===== src/rtl/hex_label_writer_pkg.sv =====
// Shared constants, state encoding and ASCII helper for the hex label writer.
package hex_label_writer_pkg;

  localparam logic [7:0] ASCII_SPACE   = 8'h20;
  localparam logic [7:0] ASCII_ZERO    = 8'h30;
  localparam logic [7:0] ASCII_UPPER_A = 8'h41;

  typedef enum logic [1:0] {
    IDLE  = 2'd0,
    ARMED = 2'd1,
    WRITE = 2'd2
  } state_t;

  function automatic logic [7:0] hexAscii(input logic [3:0] nib);
    if (nib < 4'd10) return ASCII_ZERO + {4'h0, nib};
    return ASCII_UPPER_A + ({4'h0, nib} - 8'd10);
  endfunction

endpackage


===== src/rtl/hex_label_writer_nibble2digit.sv =====
// Converts one 4-bit nibble into its upper-case ASCII hex numeral.
module nibble2digit
  import hex_label_writer_pkg::*;
(
  input  logic [3:0] nibble,
  output logic [7:0] ascii
);

  assign ascii = hexAscii(nibble);

endmodule


===== src/rtl/hex_label_writer.sv =====
// Writes a buffered hex value as ASCII into the label RAM, one digit per px_clk, at frame_start.
// Optional HEX_LZ_BLANK_EN: leading zero digits (except the last) are written as spaces.
module hex_label_writer
  import hex_label_writer_pkg::*;
#(
  parameter int DIGITS    = 2,
  parameter int VAL_W     = 8,
  parameter int BASE_ADDR = 30,
  parameter int ADDR_W    = 8,
  parameter int DATA_W    = 8
) (
  input  logic              px_clk,
  input  logic              rst,
  input  logic              frame_start,
  input  logic              upd_valid,
  input  logic [VAL_W-1:0]  upd_value,
  output logic              upd_ready,
  output logic              ram_we,
  output logic [ADDR_W-1:0] ram_addr,
  output logic [DATA_W-1:0] ram_din,
  output logic              busy,
  output logic              done
);

  localparam int IDX_W = (DIGITS > 1) ? $clog2(DIGITS) : 1;

  state_t             state;
  logic [VAL_W-1:0]   cur;
  logic [VAL_W-1:0]   nxt;
  logic               pend;
  logic [IDX_W-1:0]   idx;

  logic               accept;
  logic               startWrite;
  logic               lastDigit;
  logic [VAL_W-1:0]   srcVal;
  logic [IDX_W-1:0]   srcIdx;
  logic [3:0]         nibble;
  logic [7:0]         numeral;
  logic               leadZero;
  logic [DATA_W-1:0]  charOut;

  assign upd_ready  = !(state == WRITE && pend);
  assign accept     = upd_valid && upd_ready;
  assign startWrite = (state != WRITE) && frame_start && (pend || accept);
  assign lastDigit  = (int'(idx) == DIGITS - 1);
  assign busy       = (state == WRITE);

  // The character for the next output cycle: digit 0 of the new value at a start
  // (bypassing nxt when an update lands in the same cycle), otherwise digit idx+1 of cur.
  always_comb begin
    int pos;
    srcVal = cur;
    srcIdx = idx + IDX_W'(1);
    if (startWrite) begin
      srcVal = accept ? upd_value : nxt;
      srcIdx = '0;
    end
    pos = DIGITS - 1 - int'(srcIdx);
    if (pos < 0) pos = 0;
    nibble = 4'(srcVal >> (4 * pos));
  end

  nibble2digit uDigit (
    .nibble (nibble),
    .ascii  (numeral)
  );

`ifdef HEX_LZ_BLANK_EN
  logic lzRun;
  assign leadZero = (nibble == 4'h0) && (int'(srcIdx) != DIGITS - 1) && (startWrite || lzRun);
`else
  assign leadZero = 1'b0;
`endif

  assign charOut = leadZero ? DATA_W'(ASCII_SPACE) : DATA_W'(numeral);

  always_ff @(posedge px_clk or posedge rst) begin
    if (rst) begin
      state    <= IDLE;
      pend     <= 1'b0;
      idx      <= '0;
      ram_we   <= 1'b0;
      ram_addr <= '0;
      ram_din  <= '0;
      done     <= 1'b0;
`ifdef HEX_LZ_BLANK_EN
      lzRun    <= 1'b0;
`endif
    end else begin
      done     <= 1'b0;
      ram_we   <= 1'b0;
      ram_addr <= '0;
      ram_din  <= '0;
      case (state)
        IDLE, ARMED: begin
          if (startWrite) begin
            pend     <= 1'b0;
            idx      <= '0;
            state    <= WRITE;
            ram_we   <= 1'b1;
            ram_addr <= ADDR_W'(BASE_ADDR + int'(srcIdx));
            ram_din  <= charOut;
`ifdef HEX_LZ_BLANK_EN
            lzRun    <= leadZero;
`endif
          end else if (accept) begin
            pend  <= 1'b1;
            state <= ARMED;
          end
        end
        WRITE: begin
          if (accept) pend <= 1'b1;
          if (lastDigit) begin
            done  <= 1'b1;
            state <= (pend || accept) ? ARMED : IDLE;
          end else begin
            idx      <= idx + IDX_W'(1);
            ram_we   <= 1'b1;
            ram_addr <= ADDR_W'(BASE_ADDR + int'(srcIdx));
            ram_din  <= charOut;
`ifdef HEX_LZ_BLANK_EN
            lzRun    <= leadZero;
`endif
          end
        end
        default: state <= IDLE;
      endcase
    end
  end

  // Value registers carry data only; their contents are qualified by pend/state.
  always_ff @(posedge px_clk) begin
    if (startWrite) cur <= accept ? upd_value : nxt;
    if (accept)     nxt <= upd_value;
  end

endmodule


===== config.mk =====
export PLATFORM = sky130hd
export DESIGN_NAME = hex_label_writer
export DESIGN_NICKNAME = d
export VERILOG_FILES = /design/src/rtl/hex_label_writer_pkg.sv /design/src/rtl/hex_label_writer_nibble2digit.sv /design/src/rtl/hex_label_writer.sv
export SDC_FILE = /design/constraint.sdc
export NUM_CORES = 1
export LEC_CHECK = 0
export BUFFER_PORTS_ARGS = -buffer_cell sky130_fd_sc_hd__buf_2
export CORE_ASPECT_RATIO = 0.7
export CORE_MARGIN = 2
export CORE_UTILIZATION = 54
export CTS_BUF_LIST = sky130_fd_sc_hd__clkbuf_8
export DETAILED_ROUTE_END_ITERATION = 10
export GPL_ROUTABILITY_DRIVEN = 0
export PLACE_DENSITY = 0.79
export SLEW_MARGIN = 20
export SYNTH_ARGS = -nofsm -noshare
export SYNTH_HDL_FRONTEND = slang
export SYNTH_SLANG_ARGS = --single-unit

===== constraint.sdc =====
create_clock -name px_clk -period 5.6 [get_ports px_clk]
set_clock_uncertainty 0.05 [all_clocks]
set_input_delay 1.12 -clock px_clk [delete_from_list [all_inputs] [get_ports px_clk]]
set_output_delay 1.12 -clock px_clk [all_outputs]
set_load 0.05 [all_outputs]

# == Yosys cells after proc, flatten, opt, wreduce, memory -nomap -nowiden ==
# Cells that the tools add are included.
# W data, S select, Z words.
# totals
word_cells,64
input_bits,12
regBits,38
out_inout_bits,20
# classes
magnitude_cmp,2
shifts,1
n_reduce_logical,11
addsub,6
mux,29
n_eq_ne,6
# ops
cell,n
$mux W8,6
$shr A8 B32 Y4,1
$mux W30,1
$pmux W8 S2,1
$mux W6,2
$pmux W6 S2,1
$mux W1,11
$add A7 B8 Y8 const A,1
$add A6 B4 Y7 const A,1
$add A5 B1 Y6 const A,1
$mux W2,3
$pmux W1 S2,3
$sub A4 B4 Y5 const B,1
$logic_and A1 B1 Y1,4
$lt A4 B4 Y1 const B,1
$ne A2 B2 Y1 const B,2
$pmux W2 S2,1
$reduce_and A2 Y1,2
$ne A3 B3 Y1 const B,1
$eq A2 B1 Y1 const B,1
$eq A2 B2 Y1 const B,1
$logic_not A2 Y1,1
$lt A2 B1 Y1 const B,1
$ne A2 B1 Y1 const B,1
other kinds (6),6

# == Longest topological paths before layout ==
# Gate-level depths: netlist of the first run.
# logic_depth
word_depth,16
ltp_mapped,13
depth_no_buf,10

# == Cells and area by module ==
# Synthesis of the first run repeated with hierarchy kept, for this count alone.
# hier_totals
hier_cells,146
hier_area_um2,1566.5
# by_module_without_submodules
mod,seq_area_each_um2,n_inst,area_each_um2,cells_per_inst
hex_label_writer,695.7,1,1383.8,118
nibble2digit,0.0,1,182.7,28

# == Worst setup path before layout of the first run ==
# OpenSTA, ideal clock, no wires.
# synth_path
path_kind,input-to-reg
from,input port upd_valid
to,register ram_din[3]
t_required_ps,5454
setup_ps,96
path_buffers,1
arrival_time_ps,3226
cell_stages,9
path_slack_ps,2228
path_cell_list,o21ai_2 nor2_1 buf_2 o21ai_0 ha_1 inv_1 ha_1 or4_1 a311oi_2
# synth_between
elab_chain_len,13
word_cells_on_any_way,20
cone_classes,add/sub: 4; order compare: 2; shift: 1; mux: 10; reduce/logical: 3
# synth_lines
item,line,rtl
start: declaration,hex_label_writer.sv:15,"input logic upd_valid,"
$logic_and A1 B1 Y1 (*),hex_label_writer.sv:44,assign accept = upd_valid && upd_ready;
$logic_or A1 B1 Y1,hex_label_writer.sv:45,assign startWrite = (state != WRITE) && frame_start && (pend || accept);
$logic_and A1 B1 Y1,hex_label_writer.sv:45,
$mux W1,hex_label_writer.sv:55,if (startWrite) begin
$sub A1 B1 Y2,hex_label_writer.sv:59,pos = DIGITS - 1 - int'(srcIdx);
$lt A2 B1 Y1,hex_label_writer.sv:60,if (pos < 0) pos = 0;
$mux W30,hex_label_writer.sv:60,
$shr A8 B32 Y4,hex_label_writer.sv:61,nibble = 4'(srcVal >> (4 * pos));
"$sub A4 B4 Y5, or another cell as far along",hex_label_writer_pkg.sv:16,"return ASCII_UPPER_A + ({4'h0, nib} - 8'd10);"
"$add A7 B8 Y8, or another cell as far along",hex_label_writer_pkg.sv:16,
$mux W8,hex_label_writer_pkg.sv:16,
$mux W8 (on tied branches),"hex_label_writer.sv:114, hex_label_writer.sv:97",
$pmux W8 S2 (*),hex_label_writer.sv:95,case (state)
end signal: assignment,hex_label_writer.sv:103,ram_din <= charOut;
end signal: assignment,hex_label_writer.sv:121,ram_din <= charOut;
end: declaration,hex_label_writer.sv:20,"output logic [DATA_W-1:0] ram_din,"
# Every way passes the cells marked *; elsewhere a longest branch is shown, timed or not. The select of a mux whose other input is x is not followed.
# A chain may end at the register's enable or synchronous reset.

# == Worst setup path after layout of the first run ==
# Ends and elaborated chain as after synthesis.

==> summary.txt, run 1 <==
RUN STATUS
--------------------------------------------------------------------------------
Run status                                                          finished, final reports clean

SETUP PATH
--------------------------------------------------------------------------------
Worst setup EP type                                                         flop
Worst-path fanout max                                                         12
Maximum cell stage delay along the critical path                         0.57 ns
Worst path required time                                                 5.74 ns
Arrival @ worst endpoint                                                 3.80 ns
Launching element type of the critical path                           input port
Most prevalent standard cell on the critical path                   sky130_fd_sc_hd__ha_1
Master of the slowest instance on the critical path                 sky130_fd_sc_hd__nor2_1
Startpoint-to-endpoint class of the critical path                   input port to flop
Cell-by-cell trace of the critical path                             buf_2, o21ai_2, nor2_1, o21ai_0, ha_1, inv_1, ha_1, or4_1, a311oi_2

SYNTHESIS
--------------------------------------------------------------------------------
Cell Area, Synth                                                     0.00147 mm²
Largest family of logic cells by synthesized area                   compound AO/OA/AOI/OAI gates
Largest cells by area after synthesis                               sky130_fd_sc_hd__dfrtp_1 24%, sky130_fd_sc_hd__dfxtp_1 22%, sky130_fd_sc_hd__mux2_2 11%
Compound-cell area share of the yosys netlist                              17.9%
Syn Area/Cell                                                           10.5 µm²
Count of flip-flops with a built-in enable after synthesis                     0
Simple-gate portion of the synthesized area                                10.8%
Post-Synth Adder-Cell Area                                                 3.40%
Share of synthesized area spent on multiplexers                            12.7%
Unique cell type count in the Yosys netlist                                   39
Gate Count Post-Synth                                                        140
Post-synth ARST share                                                      46.7%
Post-synth top area cell                                            sky130_fd_sc_hd__dfrtp_1
Flops & latches, synth                                                        30
Synth top area share                                                       23.8%
Sequential element share of the synthesized area                           45.5%
Yosys warning total                                                            0
Fraction of synthesized cell area in xor and xnor cells                   0.594%
Most common flop cell mapped by yosys                               sky130_fd_sc_hd__dfxtp_1

CLOCK NETWORK
--------------------------------------------------------------------------------
Number of clock buffers inserted by TritonCTS                                  5
Post-CTS setup repair buffer count                                             0
CTS Sinks                                                                     30
Post_cts resized                                                               0
CTS root buffer                                                     sky130_fd_sc_hd__clkbuf_8
Number of H-tree branching levels                                              2
Quantity of hold-fixing buffers added after cts                                0
CTS tree                                                                   built
Reg clk slew, reported paths                                             0.06 ns
Clk Latency, worst-skew pair                                             0.28 ns
Maximum count of clock buffers along a single path                             2

FINAL LAYOUT
--------------------------------------------------------------------------------
Growth of design area from synthesis to finish                             12.1%
Post-route design area                                               0.00165 mm²
Filler Cell Count                                                            227
Nets                                                                         180
Share of the core filled with cells in the final layout                    65.2%
Register Area                                                            671 µm²
Number of diodes                                                               0
Area of combinational cells with multiple inputs                         684 µm²
Fraction of final layout cells sized beyond drive strength 1               32.7%

POWER
--------------------------------------------------------------------------------
Clock power frac                                                           13.4%
Switching share of power                                                   47.1%
Cell area power density                                               693 mW/mm²
Combinational power share                                                  55.2%
Part of the total power dissipated in sequential elements                  31.4%
Reported net switching power                                          0.000539 W
Leakage Power                                                           0.758 nW
Total design power                                                     0.00114 W
Peak supply drop                                                        0.305 mV
Internal power of the cells                                           0.000605 W

FLOORPLAN
--------------------------------------------------------------------------------
Horizontal extent of the die                                             66.4 µm
Vertical die dimension                                                   47.7 µm
Number of top-level pins                                                      32
Effective utilization at floorplan                                         58.2%
Total Die Area                                                       0.00317 mm²
Row count                                                                     15
Core area                                                            0.00253 mm²

GRT
--------------------------------------------------------------------------------
Wire length of the first global-routing pass                             4140 µm
Vias in the first global route                                               913
Number of antenna violations at the first check in global routing              0
All-layer global routing usage                                             19.1%
Residual overflow from global routing                                          0
Largest net degree at the start of global routing                             15

ROUTING
--------------------------------------------------------------------------------
Routed vias                                                                1,073
Routed length per instance                                               13.1 µm
First-pass DRT Iterations                                                      4
Vias/cell                                                                   5.39
Total wire length after detailed routing                                 2610 µm
Number of DRC violations after detailed-routing iteration 0                   70
Final routed DRC violation total                                               0
Antenna viol nets, final                                                       0

TIMING
--------------------------------------------------------------------------------
Timing-limited maximum frequency                                         273 MHz
TNS Setup                                                                   0 ns
Final count of hold timing violations                                          0
Slew of the pin with the lowest slew margin                             0.709 ns
Clock period minus final worst setup slack                               3.66 ns
Smallest setup slack after layout                                        1.94 ns
Final-report max-slew violation count                                          0
Final setup violation count                                                    0
Final worst path period share                                              65.4%
Headroom to the max-slew limit                                             52.5%
Setup repair after global routing missed its margin                           no

HOLD PATH
--------------------------------------------------------------------------------
Hold Crit Class                                                     flop to flop

PLACED DESIGN
--------------------------------------------------------------------------------
Instance area at placement                                           0.00157 mm²
Post-DP HPWL                                                             2050 µm
Setup WS pre-CTS                                                         1.69 ns
Buffers on Ports                                                              27

JOB
--------------------------------------------------------------------------------
Number of max-cap violations                                                   0

per-stage QoR:
stage / cells / hold slack, ns
final: 199 / 0.422
after global routing: 199 / 0.442
after CTS: 199 / 0.427
after detailed placement: 191 / 0.413
after global placement: 191 / 0.394
after floorplan: 143 / 0.382
power groups by stage:
stage / clock network [W] / logic [W] / registers (W)
4_1_cts: 0.000161 / 0.000634 / 0.000359
5_1_grt: 0.000173 / 0.000691 / 0.000371
3_3_place_gp: 0 / 0.000616 / 0.000359
3_5_place_dp: 0 / 0.000632 / 0.000363
6_report: 0.000153 / 0.000631 / 0.000360
2_1_floorplan: 0 / 0.000463 / 0.000436
cells in the final DEF, fill, tap and decap left out, types with 4 or more instances in the layout:
master,count
sky130_fd_sc_hd__inv_1,11
sky130_fd_sc_hd__mux2_2,14
sky130_fd_sc_hd__nand2_1,7
sky130_fd_sc_hd__dfxtp_1,16
sky130_fd_sc_hd__clkbuf_8,5
sky130_fd_sc_hd__conb_1,4
sky130_fd_sc_hd__o211ai_1,4
sky130_fd_sc_hd__nor2_1,7
sky130_fd_sc_hd__buf_2,27
sky130_fd_sc_hd__o21ai_0,6
sky130_fd_sc_hd__ha_1,4
sky130_fd_sc_hd__a21oi_1,11
sky130_fd_sc_hd__dfrtp_1,14
layout make-up:
| cell class | instances | share of cell area [%] |
|---|---|---|
| Multi-Input combinational cell | 91 | 41.4 |
| Sequential cell | 30 | 40.6 |
| Timing Repair Buffer | 27 | 8.18 |
| Clock buffer | 5 | 4.17 |
| Tap cell | 34 | 2.58 |
| Inverter | 9 | 2.35 |
| Clock inverter | 3 | 0.682 |
per-layer routing:
metal / wire length [µm] / vias up / global-route usage, %
met5: 0 / - / 0
met4: 25 / 0 / 11.0
met3: 220 / 2 / 9.18
met2: 1200 / 39 / 29.2
met1: 1160 / 497 / 22.5
li1: - / 535 / -
final timing paths:
kind | endpoint | slack, ns | depth (start not counted) | from
worst min register to register | nxt[3] | 0.42 | 1 | nxt[3]
min in group asynchronous | idx | 0.80 | 2 | rst
max in group asynchronous | ram_din[1] | 4.36 | 2 | rst
worst min-delay path | nxt[3] | 0.42 | 1 | nxt[3]
worst max register to register | ram_din[3] | 2.34 | 9 | state[1]
worst max-delay path | ram_din[3] | 1.94 | 9 | upd_valid
logic make-up (layout without fill, tap and decap cells):
logic type,count (synthesis),in the layout
compound gates,34,34
xor+xnor,1,1
fa+ha+maj,4,4
buf+inv,22,44
flops,30,30
mux,17,17
other cells,1,4
simple gates,31,31
Yosys cell counts, types with 2 or more instances:
master,number
sky130_fd_sc_hd__nor2b_1,2
sky130_fd_sc_hd__mux2i_1,3
sky130_fd_sc_hd__inv_1,8
sky130_fd_sc_hd__nand3_1,3
sky130_fd_sc_hd__o211ai_1,4
sky130_fd_sc_hd__a21oi_1,11
sky130_fd_sc_hd__dfxtp_1,16
sky130_fd_sc_hd__nand2b_1,2
sky130_fd_sc_hd__clkbuf_1,2
sky130_fd_sc_hd__ha_1,4
sky130_fd_sc_hd__dfrtp_1,14
sky130_fd_sc_hd__mux2_2,14
sky130_fd_sc_hd__nand2_1,7
sky130_fd_sc_hd__nand3b_1,2
sky130_fd_sc_hd__buf_4,9
sky130_fd_sc_hd__nor2_1,7
sky130_fd_sc_hd__o21ai_0,6
sky130_fd_sc_hd__and2_1,2
sky130_fd_sc_hd__nor4_1,2
sky130_fd_sc_hd__o21a_1,3
critical path: cells and delay by family:
kind,cells,cell delay [ns]
fa+ha+maj,2,0.53
compound gates,3,0.72
simple gates,2,1.11
buf+inv,2,0.30
registers in the layout, indices dropped and copies added (netlist names):
signal / count
cur: 8
nxt: 8
ram_din: 7
ram_addr: 2
state: 2
done: 1
idx: 1
pend: 1
(Power assumes the default switching activity.)
==> run 2: changes to the inputs <==
--- a/config.mk
+++ b/config.mk
@@ -8,11 +8,11 @@
 export BUFFER_PORTS_ARGS = -buffer_cell sky130_fd_sc_hd__buf_2
 export CORE_ASPECT_RATIO = 0.7
 export CORE_MARGIN = 2
-export CORE_UTILIZATION = 54
+export CORE_UTILIZATION = 50
 export CTS_BUF_LIST = sky130_fd_sc_hd__clkbuf_8
 export DETAILED_ROUTE_END_ITERATION = 10
 export GPL_ROUTABILITY_DRIVEN = 0
-export PLACE_DENSITY = 0.79
+export PLACE_DENSITY = 0.77
 export SLEW_MARGIN = 20
 export SYNTH_ARGS = -nofsm -noshare
 export SYNTH_HDL_FRONTEND = slang
==> constraint.sdc (replaced) <==
create_clock -name px_clk -period 3 [get_ports px_clk]
set_clock_uncertainty 0.05 [all_clocks]
set_input_delay 0.6 -clock px_clk [delete_from_list [all_inputs] [get_ports px_clk]]
set_output_delay 0.6 -clock px_clk [all_outputs]
set_load 0.05 [all_outputs]
==> summary.txt, run 2 (same netlist as run 1, synthesis figures left out) <==
ROUTING
--------------------------------------------------------------------------------
Routed length per instance                                               13.8 µm   +5.5%
Met2 layer wire length in the routed design                              1300 µm   +8.6%
First-pass DRT Iterations                                                      4   unchanged
Total wire length after detailed routing                                 2840 µm   +8.7%
Vias/cell                                                                   5.40   +0.24%
Routed vias                                                                1,108   +3.3%
Number of DRC violations after detailed-routing iteration 0                   82   +17%
Top routing layer in use                                                    met4
Antenna viol nets, final                                                       0   unchanged
Met3 WL post-DR                                                           216 µm   -1.8%
Final routed DRC violation total                                               0   unchanged
Metal-1 WL                                                               1250 µm   +7.4%

FINAL LAYOUT
--------------------------------------------------------------------------------
Growth of design area from synthesis to finish                             15.0%
Leading cell type in the layout, fill and taps excluded             sky130_fd_sc_hd__buf_2
Fraction of final layout cells sized beyond drive strength 1               35.5%   +2.8 points
Nets                                                                         184   +2.2%
Number of diodes                                                               0   unchanged
Top flop regs                                                       cur: 8 flops, nxt: 8 flops, ram_din: 7 flops
Commonest cells after routing, fill and taps aside                  27 x sky130_fd_sc_hd__buf_2, 16 x sky130_fd_sc_hd__dfxtp_1, 14 x sky130_fd_sc_hd__mux2_2, 14 x sky130_fd_sc_hd__dfrtp_1, 11 x sky130_fd_sc_hd__a21oi_1

GRT
--------------------------------------------------------------------------------
Largest net degree at the start of global routing                             15   unchanged
Vias in the first global route                                             1,038   +14%
Wire length of the first global-routing pass                             4760 µm   +15%
All-layer global routing usage                                             19.6%   +0.56 points
Residual overflow from global routing                                          0   unchanged
Number of antenna violations at the first check in global routing              0   unchanged

FLOORPLAN
--------------------------------------------------------------------------------
Vertical die dimension                                                   49.4 µm   +3.6%
Total Die Area                                                       0.00341 mm²   +7.4%
Row count                                                                     16   +1
Core area                                                            0.00280 mm²   +11%
Number of top-level pins                                                      32   unchanged
Horizontal extent of the die                                             68.9 µm   +3.7%
Effective utilization at floorplan                                         52.6%   -5.6 points

TIMING
--------------------------------------------------------------------------------
Final setup violation count                                                    0   unchanged
Clock period minus final worst setup slack                               2.78 ns
Smallest setup slack after layout                                       0.220 ns   -1.72 ns
Slew of the pin with the lowest slew margin                             0.620 ns   -0.0889 ns
Timing-limited maximum frequency                                         360 MHz
Headroom to the max-slew limit                                             58.6%   +6.1 points
Final worst path period share                                              92.7%
Final-report max-slew violation count                                          0   unchanged
Final hold slack                                                        0.301 ns   -0.121 ns
Setup repair after global routing missed its margin                           no
Final count of hold timing violations                                          0   unchanged
TNS Setup                                                                   0 ns   unchanged

CLOCK NETWORK
--------------------------------------------------------------------------------
CTS root buffer                                                     sky130_fd_sc_hd__clkbuf_8
Number of H-tree branching levels                                              2   unchanged
Quantity of hold-fixing buffers added after cts                                0   unchanged
CTS tree                                                                   built
Clk Latency, worst-skew pair                                             0.28 ns   about the same
Post-CTS setup repair buffer count                                             0   unchanged
Maximum count of clock buffers along a single path                             2   unchanged
Post_cts resized                                                               0   unchanged
Number of clock buffers inserted by TritonCTS                                  5   unchanged
Reg clk slew, reported paths                                             0.06 ns   about the same
CTS Sinks                                                                     30   unchanged

SETUP PATH
--------------------------------------------------------------------------------
Arrival @ worst endpoint                                                 2.92 ns   -0.88 ns
Launching element type of the critical path                                 flop
Worst-path fanout max                                                          5   -7
Worst setup EP type                                                         flop
Startpoint-to-endpoint class of the critical path                   flop to flop
Worst path required time                                                 3.14 ns   -2.60 ns

PLACED DESIGN
--------------------------------------------------------------------------------
Post-DP HPWL                                                             2210 µm   +7.9%
Setup WS pre-CTS                                                       0.0239 ns   -1.67 ns
Buffers on Ports                                                              27   unchanged

POWER
--------------------------------------------------------------------------------
Leakage Power                                                           0.777 nW   +2.6%
Total design power                                                     0.00222 W   +94%
Cell area power density                                              1310 mW/mm²   +89%
Peak supply drop                                                        0.510 mV   +67%

JOB
--------------------------------------------------------------------------------
Number of max-cap violations                                                   0   unchanged

RUN STATUS
--------------------------------------------------------------------------------
Run status                                                          finished, final reports clean

HOLD PATH
--------------------------------------------------------------------------------
Hold Crit Class                                                     input port to asynchronous set/reset pin

[run 2: worst max-delay path: stages, from the launching register on]
cell                       delay [ns]
sky130_fd_sc_hd__dfrtp_1         0.43
sky130_fd_sc_hd__nand2b_1        0.30
sky130_fd_sc_hd__inv_6           0.14
sky130_fd_sc_hd__nor2_1          0.07
sky130_fd_sc_hd__o21ai_0         0.36
sky130_fd_sc_hd__ha_1            0.22
sky130_fd_sc_hd__inv_1           0.04
sky130_fd_sc_hd__ha_1            0.32
sky130_fd_sc_hd__or4_1           0.53
sky130_fd_sc_hd__a311oi_2        0.24
[run 2: per-layer routing]
metal  GRT usage, %  vias up
met3           6.24        8
met2           29.0       33
met4           10.8        0
li1               -      547
met5              0        -
met1           25.1      520
[run 2: power breakdown]
group / internal (W) / switching [W] / leakage [nW]
logic: 0.000433 / 0.000797 / 0.410
registers: 0.000566 / 0.0000984 / 0.315
clock network: 0.000181 / 0.000143 / 0.0524
total: 0.00118 / 0.00104 / 0.777
[run 2: worst paths after layout]
path                               start         end  slack, ns  cells past startpoint
worst max-delay path            state[0]  ram_din[3]       0.22                      9
worst min-delay path                 rst  ram_din[5]       0.30                      2
worst max register to register  state[0]  ram_din[3]       0.22                      9
worst min register to register    cur[4]      cur[4]       0.42                      2
max in group asynchronous            rst  ram_din[2]       2.24                      2
min in group px_clk               cur[4]      cur[4]       0.42                      2
[run 2: layout make-up]
type / instances / area (µm²)
fill: 246 / 1110
multi-input combinational: 91 / 684
sequential: 30 / 671
timing repair buffer: 31 / 165
clock buffer: 6 / 82.6
tap: 36 / 45.0
inverter: 9 / 38.8
clock inverter: 2 / 8.76
[run 2: stage by stage]
stage,util (%),instances,area [µm²]
floorplan,-,143,1490
global placement,57.2,197,1600
detailed placement,57.2,197,1600
CTS,60.5,205,1700
global route,60.5,205,1700
finish,60.5,205,1700
